$ cat src/rtl/sp_xmem_sram_if.sv
// Support-processor xmem bus: 32-bit big-endian classic Wishbone, word addressed.
// The master drives the request; the slave returns read data and a one-cycle ack.
interface sp_xmem_sram_if;
  logic [2:31] adr;
  logic [0:31] wdata;
  logic [0:31] rdata;
  logic        we;
  logic [0:3]  sel;
  logic        stb;
  logic        cyc;
  logic        ack;

  modport master (output adr, wdata, we, sel, stb, cyc, input rdata, ack);
  modport slave  (input adr, wdata, we, sel, stb, cyc, output rdata, ack);
endinterface

$ cat src/rtl/sp_xmem_sram.sv
// Bridges xmem word accesses onto a 16-bit async SRAM/PSRAM as one or two halfword
// strobes with programmable width; every output is registered from next-state logic.
module sp_xmem_sram #(
  parameter int ADDR_WIDTH  = 19,
  parameter int WAIT_CYCLES = 1
) (
  input  logic                  clk,
  input  logic                  reset,
  sp_xmem_sram_if.slave         xmem,
  output logic [ADDR_WIDTH-1:0] mem_a,
  input  logic [0:15]           mem_dq_in,
  output logic [0:15]           mem_dq_out,
  output logic                  mem_dq_oe,
  output logic                  mem_ce_n,
  output logic                  mem_oe_n,
  output logic                  mem_we_n,
  output logic [0:1]            mem_be_n
);

  typedef enum logic [1:0] {IDLE, ACCESS, RECOVER, ACK} state_t;

  state_t                  state, state_nxt;
  logic                    half, half_nxt;
  logic [3:0]              cnt, cnt_nxt;
  logic                    abort, abort_nxt;
  logic [33-ADDR_WIDTH:31] adr_q, adr_nxt;
  logic [0:31]             wdata_q, wdata_nxt;
  logic [0:31]             rdata_q, rdata_nxt;
  logic [0:31]             dat_q, dat_nxt;
  logic [0:3]              sel_q, sel_nxt;
  logic                    we_q, we_nxt;
  logic                    ack_q, ack_nxt;
  logic [ADDR_WIDTH-1:0]   a_nxt;
  logic [0:15]             dq_out_nxt;
  logic                    dq_oe_nxt, ce_n_nxt, oe_n_nxt, we_n_nxt;
  logic [0:1]              be_n_nxt;
  logic [0:1]              pair_sel;

  // Word address bits above the memory size alias onto the same locations.
  logic unused_adr;
  assign unused_adr = ^xmem.adr[2:32-ADDR_WIDTH];

  assign xmem.rdata = dat_q;
  assign xmem.ack   = ack_q;

  always_comb begin
    state_nxt  = state;
    half_nxt   = half;
    cnt_nxt    = cnt;
    abort_nxt  = abort;
    adr_nxt    = adr_q;
    wdata_nxt  = wdata_q;
    rdata_nxt  = rdata_q;
    dat_nxt    = dat_q;
    sel_nxt    = sel_q;
    we_nxt     = we_q;
    ack_nxt    = 1'b0;
    a_nxt      = mem_a;
    dq_out_nxt = mem_dq_out;
    dq_oe_nxt  = 1'b0;
    ce_n_nxt   = 1'b1;
    oe_n_nxt   = 1'b1;
    we_n_nxt   = 1'b1;
    be_n_nxt   = 2'b11;
    pair_sel   = 2'b00;

    case (state)
      IDLE: begin
        if (xmem.cyc && xmem.stb && !ack_q) begin
          adr_nxt   = xmem.adr[33-ADDR_WIDTH:31];
          wdata_nxt = xmem.wdata;
          sel_nxt   = xmem.sel;
          we_nxt    = xmem.we;
          rdata_nxt = '0;
          abort_nxt = 1'b0;
          cnt_nxt   = 4'(WAIT_CYCLES);
          if (xmem.sel[0:1] != 2'b00) begin
            state_nxt = ACCESS;
            half_nxt  = 1'b0;
          end else if (xmem.sel[2:3] != 2'b00) begin
            state_nxt = ACCESS;
            half_nxt  = 1'b1;
          end else begin
            state_nxt = ACK;
            dat_nxt   = '0;
          end
        end
      end
      ACCESS: begin
        // Dropping cyc truncates the strobe; the read data is not captured then.
        if (!xmem.cyc) begin
          state_nxt = RECOVER;
          abort_nxt = 1'b1;
        end else if (cnt == 4'd0) begin
          state_nxt = RECOVER;
          if (!we_q) begin
            if (half) rdata_nxt[16:31] = mem_dq_in;
            else      rdata_nxt[0:15]  = mem_dq_in;
          end
        end else begin
          cnt_nxt = cnt - 4'd1;
        end
      end
      RECOVER: begin
        if (abort || !xmem.cyc) begin
          state_nxt = IDLE;
        end else if (!half && sel_q[2:3] != 2'b00) begin
          state_nxt = ACCESS;
          half_nxt  = 1'b1;
          cnt_nxt   = 4'(WAIT_CYCLES);
        end else begin
          state_nxt = ACK;
          dat_nxt   = rdata_q;
        end
      end
      ACK: state_nxt = IDLE;
      default: state_nxt = IDLE;
    endcase

    // Pin values follow the state being entered, so the pins line up with the state.
    case (state_nxt)
      ACCESS: begin
        pair_sel = half_nxt ? sel_nxt[2:3] : sel_nxt[0:1];
        a_nxt    = {adr_nxt, half_nxt};
        ce_n_nxt = 1'b0;
        be_n_nxt = ~pair_sel;
        if (we_nxt) begin
          we_n_nxt   = 1'b0;
          dq_oe_nxt  = 1'b1;
          dq_out_nxt = half_nxt ? wdata_nxt[16:31] : wdata_nxt[0:15];
        end else begin
          oe_n_nxt = 1'b0;
        end
      end
      RECOVER: dq_oe_nxt = we_q;
      ACK:     ack_nxt   = 1'b1;
      default: ;
    endcase
  end

  always_ff @(posedge clk) begin
    if (reset) begin
      state      <= IDLE;
      half       <= 1'b0;
      cnt        <= 4'd0;
      abort      <= 1'b0;
      adr_q      <= '0;
      wdata_q    <= '0;
      rdata_q    <= '0;
      dat_q      <= '0;
      sel_q      <= '0;
      we_q       <= 1'b0;
      ack_q      <= 1'b0;
      mem_a      <= '0;
      mem_dq_out <= '0;
      mem_dq_oe  <= 1'b0;
      mem_ce_n   <= 1'b1;
      mem_oe_n   <= 1'b1;
      mem_we_n   <= 1'b1;
      mem_be_n   <= 2'b11;
    end else begin
      state      <= state_nxt;
      half       <= half_nxt;
      cnt        <= cnt_nxt;
      abort      <= abort_nxt;
      adr_q      <= adr_nxt;
      wdata_q    <= wdata_nxt;
      rdata_q    <= rdata_nxt;
      dat_q      <= dat_nxt;
      sel_q      <= sel_nxt;
      we_q       <= we_nxt;
      ack_q      <= ack_nxt;
      mem_a      <= a_nxt;
      mem_dq_out <= dq_out_nxt;
      mem_dq_oe  <= dq_oe_nxt;
      mem_ce_n   <= ce_n_nxt;
      mem_oe_n   <= oe_n_nxt;
      mem_we_n   <= we_n_nxt;
      mem_be_n   <= be_n_nxt;
    end
  end

endmodule

$ cat src/flat_wrapper.sv
// flat-port wrapper written by rule: the top's interface ports become plain ports
module sp_xmem_sram_flat 
#(
  parameter int ADDR_WIDTH  = 19,
  parameter int WAIT_CYCLES = 1
)
  (clk, reset, mem_a, mem_dq_in, mem_dq_out, mem_dq_oe, mem_ce_n, mem_oe_n, mem_we_n, mem_be_n, xmem_adr, xmem_wdata, xmem_we, xmem_sel, xmem_stb, xmem_cyc, xmem_rdata, xmem_ack);
  sp_xmem_sram_if xmem_i ();
  input  logic clk;
  input  logic reset;
  output logic [ADDR_WIDTH-1:0] mem_a;
  input  logic [0:15] mem_dq_in;
  output logic [0:15] mem_dq_out;
  output logic mem_dq_oe;
  output logic mem_ce_n;
  output logic mem_oe_n;
  output logic mem_we_n;
  output logic [0:1] mem_be_n;
  input wire logic [$bits(xmem_i.adr)-1:0] xmem_adr;
  input wire logic [$bits(xmem_i.wdata)-1:0] xmem_wdata;
  input wire logic [$bits(xmem_i.we)-1:0] xmem_we;
  input wire logic [$bits(xmem_i.sel)-1:0] xmem_sel;
  input wire logic [$bits(xmem_i.stb)-1:0] xmem_stb;
  input wire logic [$bits(xmem_i.cyc)-1:0] xmem_cyc;
  output wire logic [$bits(xmem_i.rdata)-1:0] xmem_rdata;
  output wire logic [$bits(xmem_i.ack)-1:0] xmem_ack;
  assign xmem_i.adr = xmem_adr;
  assign xmem_i.wdata = xmem_wdata;
  assign xmem_i.we = xmem_we;
  assign xmem_i.sel = xmem_sel;
  assign xmem_i.stb = xmem_stb;
  assign xmem_i.cyc = xmem_cyc;
  assign xmem_rdata = xmem_i.rdata;
  assign xmem_ack = xmem_i.ack;
  sp_xmem_sram #(.ADDR_WIDTH(ADDR_WIDTH), .WAIT_CYCLES(WAIT_CYCLES)) u_core (.clk(clk), .reset(reset), .xmem(xmem_i), .mem_a(mem_a), .mem_dq_in(mem_dq_in), .mem_dq_out(mem_dq_out), .mem_dq_oe(mem_dq_oe), .mem_ce_n(mem_ce_n), .mem_oe_n(mem_oe_n), .mem_we_n(mem_we_n), .mem_be_n(mem_be_n));
endmodule
$ cat config.mk
export PLATFORM = sky130hd
export DESIGN_NAME = sp_xmem_sram_flat
export DESIGN_NICKNAME = d
export VERILOG_FILES = /design/src/rtl/sp_xmem_sram_if.sv /design/src/rtl/sp_xmem_sram.sv /design/src/flat_wrapper.sv
export SDC_FILE = /design/constraint.sdc
export NUM_CORES = 1
export LEC_CHECK = 0
export ABC_AREA = 0
export CAP_MARGIN = 20
export CORE_MARGIN = 5
export CORE_UTILIZATION = 46
export CTS_CLUSTER_DIAMETER = 50
export DETAILED_ROUTE_END_ITERATION = 8
export GPL_TIMING_DRIVEN = 0
export PLACE_DENSITY = 0.72
export SLEW_MARGIN = 20
export SYNTH_ARGS = -nofsm -noshare
export SYNTH_HDL_FRONTEND = slang
export SYNTH_SLANG_ARGS = --single-unit
$ cat constraint.sdc
create_clock -name clk -period 4.45 [get_ports clk]
set_input_delay 0.89 -clock clk [delete_from_list [all_inputs] [get_ports clk]]
set_output_delay 0.89 -clock clk [all_outputs]
set_load 0.05 [all_outputs]
==> impl_metrics.yaml, run 1 <==
clock_network:
  clk_latency_ns: 0.43
  root_buffer: "clkbuf_16"
  cts_setup_buffers: 0
  cts_tree: "done"
  clockBufferDepth: 2
  ctsResizeCount: 0
  cts_made_buffers: 17
  cts_hold_buf: 0
  clock_sinks: 169
  cts_max_level: 4
  cts.clk_slew.worst_paths_ns: 0.06
synthesis:
  ys_types: 48
  synth_common_cells: "dfxtp_1 (169), nand2_1 (87), nor2_1 (85)"
  synth_fp_nets: 790
  synth_area_leaders: "dfxtp_1 (52%), mux2i_1 (8.5%), nand2_1 (5.0%)"
  synth-edff-count: 0
  synth_top_family_by_area: "simple AND/OR/NAND/NOR gates"
  synth_compound_area_share_pct: 13.8
  synthSimpleGateAreaFrac_pct: 19.9
  async_flop_share_pct: 0
  yosysSeqAreaShare_pct: 52.3
  syn_avg_cell_area_um2: 9.27
  syn-cell-area_um2: 6470
  synth_mux_area_share_pct: 8.68
  synth-xor-area-share_pct: 0
  synthAdderAreaFrac_pct: 0.967
  yosysTopAreaCellShare_pct: 52.3
  yosysMostFrequentCell: "dfxtp_1"
  synth_top_area_cell: "dfxtp_1"
  ys.flop_type: "dfxtp_1"
  yosys_warnings: 0
  ys_ff_latch: 169
  syn_inst: 698
power:
  p_leak_nw: 3.20
  p_seq_share_pct: 42.2
  power.share.clock_pct: 42.3
  switching_share_pct: 25.7
  power.density_nw_per_um2: 433
  vdd_drop_max_uv: 338
  pwr-share-comb_pct: 15.5
  p_int_w: 0.00283
  p_switching_w: 0.000982
worst_hold_path:
  worstHoldPathType: "reg -> reg"
placed_design:
  dp_hpwl_um: 13000
  placed_area_um2: 8160
  portBuffers: 146
  gp_congestion: 0.856
global_routing:
  grt_pass1_wl_um: 27900
  grt_pass1_vias: 5746
  antenna_found_initial: 0
  grt_remaining_overflow: 0
  grt.total_usage_pct: 21.3
  grt_max_degree: 17
route:
  drc: 0
  firstDrtPassIters: 5
  vias: 5552
  drt-total-wl_um: 17400
  routedWlPerCell_um: 16.5
  viasPerCell: 5.26
  ant_nets: 0
  drt_iter0_markers: 326
status:
  outcome: "completed"
run:
  max_cap_violations: 0
finish:
  finalInstanceArea_um2: 8810
  diodes: 0
  area_growth_pct: 36.1
  drive_gt1_share_pct: 9.02
  fin_nets: 955
critical_path:
  cp_max_fo: 10
  worst-setup-path-type: "in -> reg"
  cp.arrival_ns: 3.71
  required_ns: 4.82
  cp-end-kind: "flip-flop"
  startpoint_type: "input pin"
floorplanning:
  fp.dieW_um: 129
  rows: 43
  die_height_um: 129
  core_um2: 13800
  initial_core_util_pct: 46.8
  die_area_um2: 16500
  io_pins: 161
timing:
  slew_headroom_pct: 60.5
  hold_viol_final: 0
  fmax_mhz: 299
  min_period_ns: 3.34
  tightest_slew_ns: 0.593
  fin_crit_sh_pct: 75.1
  hold-worst-slack_ns: 0.455
  rsz0062_at_grt: "false"
  drv_slew: 0
  setup_viol: 0
  fin_tns_setup_ns: 0
  fin_skew_ns: 0.00626
[critical path, cell delays in order]
cell and delay, ns:
clkdlybuf4s50_1 0.44, nand3b_2 0.11, nor3_2 0.05, buf_6 0.15, buf_2 0.23, a2bb2oi_1 0.29, ha_1 0.30, nor2b_1 0.29
inv_1 0.10, nor2_2 0.35, buf_2 0.31, a32o_1 0.20
[power groups by stage]
stage / Clock (W) / Sequential [W] / Combinational [W]
after floorplan: 0 / 0.00173 / 0.000289
after global placement: 0 / 0.00164 / 0.000576
after detailed placement: 0 / 0.00164 / 0.000588
after CTS: 0.00163 / 0.00161 / 0.000592
after global routing: 0.00170 / 0.00162 / 0.000639
final: 0.00161 / 0.00161 / 0.000591
[per-layer routing]
| layer | GRT usage [%] | share of wire, % |
|---|---|---|
| met1 | 24.8 | 41 |
| met5 | 0 | 0 |
| met4 | 9.33 | 3.0 |
| met2 | 35.2 | 48 |
| met3 | 8.01 | 8.1 |
[cells by family (layout without fill, tap and decap cells)]
group,Yosys count,in the layout
and+or+nand+nor,279,279
DFF,169,169
AOI/OAI and AO/OA,128,128
buffers and inverters,61,239
muxes,56,56
adders and majority gates,5,5
[flip-flops by register name (all words and copies together) (netlist names)]
signal / cells
u_core.rdata_q: 32
u_core.mem_a: 19
u_core.we_q: 1
u_core.xmem.rdata: 32
u_core.xmem.ack: 1
u_core.wdata_q: 32
u_core.state: 2
u_core.mem_we_n: 1
u_core.adr_q: 18
u_core.mem_ce_n: 1
u_core.abort: 1
u_core.mem_dq_out: 16
u_core.cnt: 4
u_core.half: 1
u_core.mem_dq_oe: 1
u_core.mem_oe_n: 1
u_core.sel_q: 4
u_core.mem_be_n: 2
[per-stage QoR]
| step | cells | util [%] | total power [W] | worst slack, ns |
|---|---|---|---|---|
| 3_5_place_dp | 1024 | 59.0 | 0.00223 | 0.637 |
| 2_1_floorplan | 698 | - | 0.00202 | 1.48 |
| 4_1_cts | 1056 | 63.7 | 0.00383 | 1.10 |
| 3_3_place_gp | 1024 | 59.0 | 0.00222 | 0.727 |
| 5_1_grt | 1056 | 63.7 | 0.00395 | 0.939 |
| 6_report | 1056 | 63.7 | 0.00382 | 1.11 |
[layout make-up]
| type | instances | area (um2) |
|---|---|---|
| plain buffers | 54 | 258 |
| clock buffers | 20 | 457 |
| clock inverters | 12 | 196 |
| fillers | 1103 | 5010 |
| inverters | 7 | 26.3 |
| multi-input cells | 468 | 2810 |
| flip-flops and latches | 169 | 3380 |
| well taps | 180 | 225 |
| repair buffers | 146 | 1460 |
[cell usage in the layout (no fill, tap or decap), types with 16 or more instances in the layout]
cell type,count
clkbuf_16,17
clkbuf_1,32
mux2i_1,55
dfxtp_1,169
a21oi_1,64
a211oi_1,19
nand2_1,87
clkdlybuf4s50_1,146
nand2b_1,17
buf_2,17
nor2_1,85
nand3_1,60
a32o_1,16
[worst paths after layout]
check	slack (ns)	to	cells after the start	startpoint
max	1.11	u_core.mem_dq_out[10]$_SDFFE_PP0P_	12	xmem_stb
min	0.45	u_core.xmem.rdata[8]$_SDFFE_PP0P_	2	u_core.xmem.rdata[8]$_SDFFE_PP0P_
max reg2reg	1.48	u_core.mem_dq_out[10]$_SDFFE_PP0P_	12	u_core.cnt[0]$_SDFFE_PP0P_
min reg2reg	0.45	u_core.xmem.rdata[8]$_SDFFE_PP0P_	2	u_core.xmem.rdata[8]$_SDFFE_PP0P_
No activity file was read; power rests on OpenSTA's default activity.
==> run 2, diff against run 1 <==
Clock period 4.45 ns to 3.4 ns, I/O delays scaled along.
==> results of run 2 <==
The final DEF is identical to that of run 1. Status: completed.
Among the figures that moved: setup slack after placement 0.637 ns -> -0.203 ns; setup slack after layout 1.11 ns -> 0.267 ns; register-to-register setup slack 1.48 ns -> 0.43 ns; total power 0.00382 W -> 0.00499 W; worst IR drop on VDD 338 uV -> 443 uV
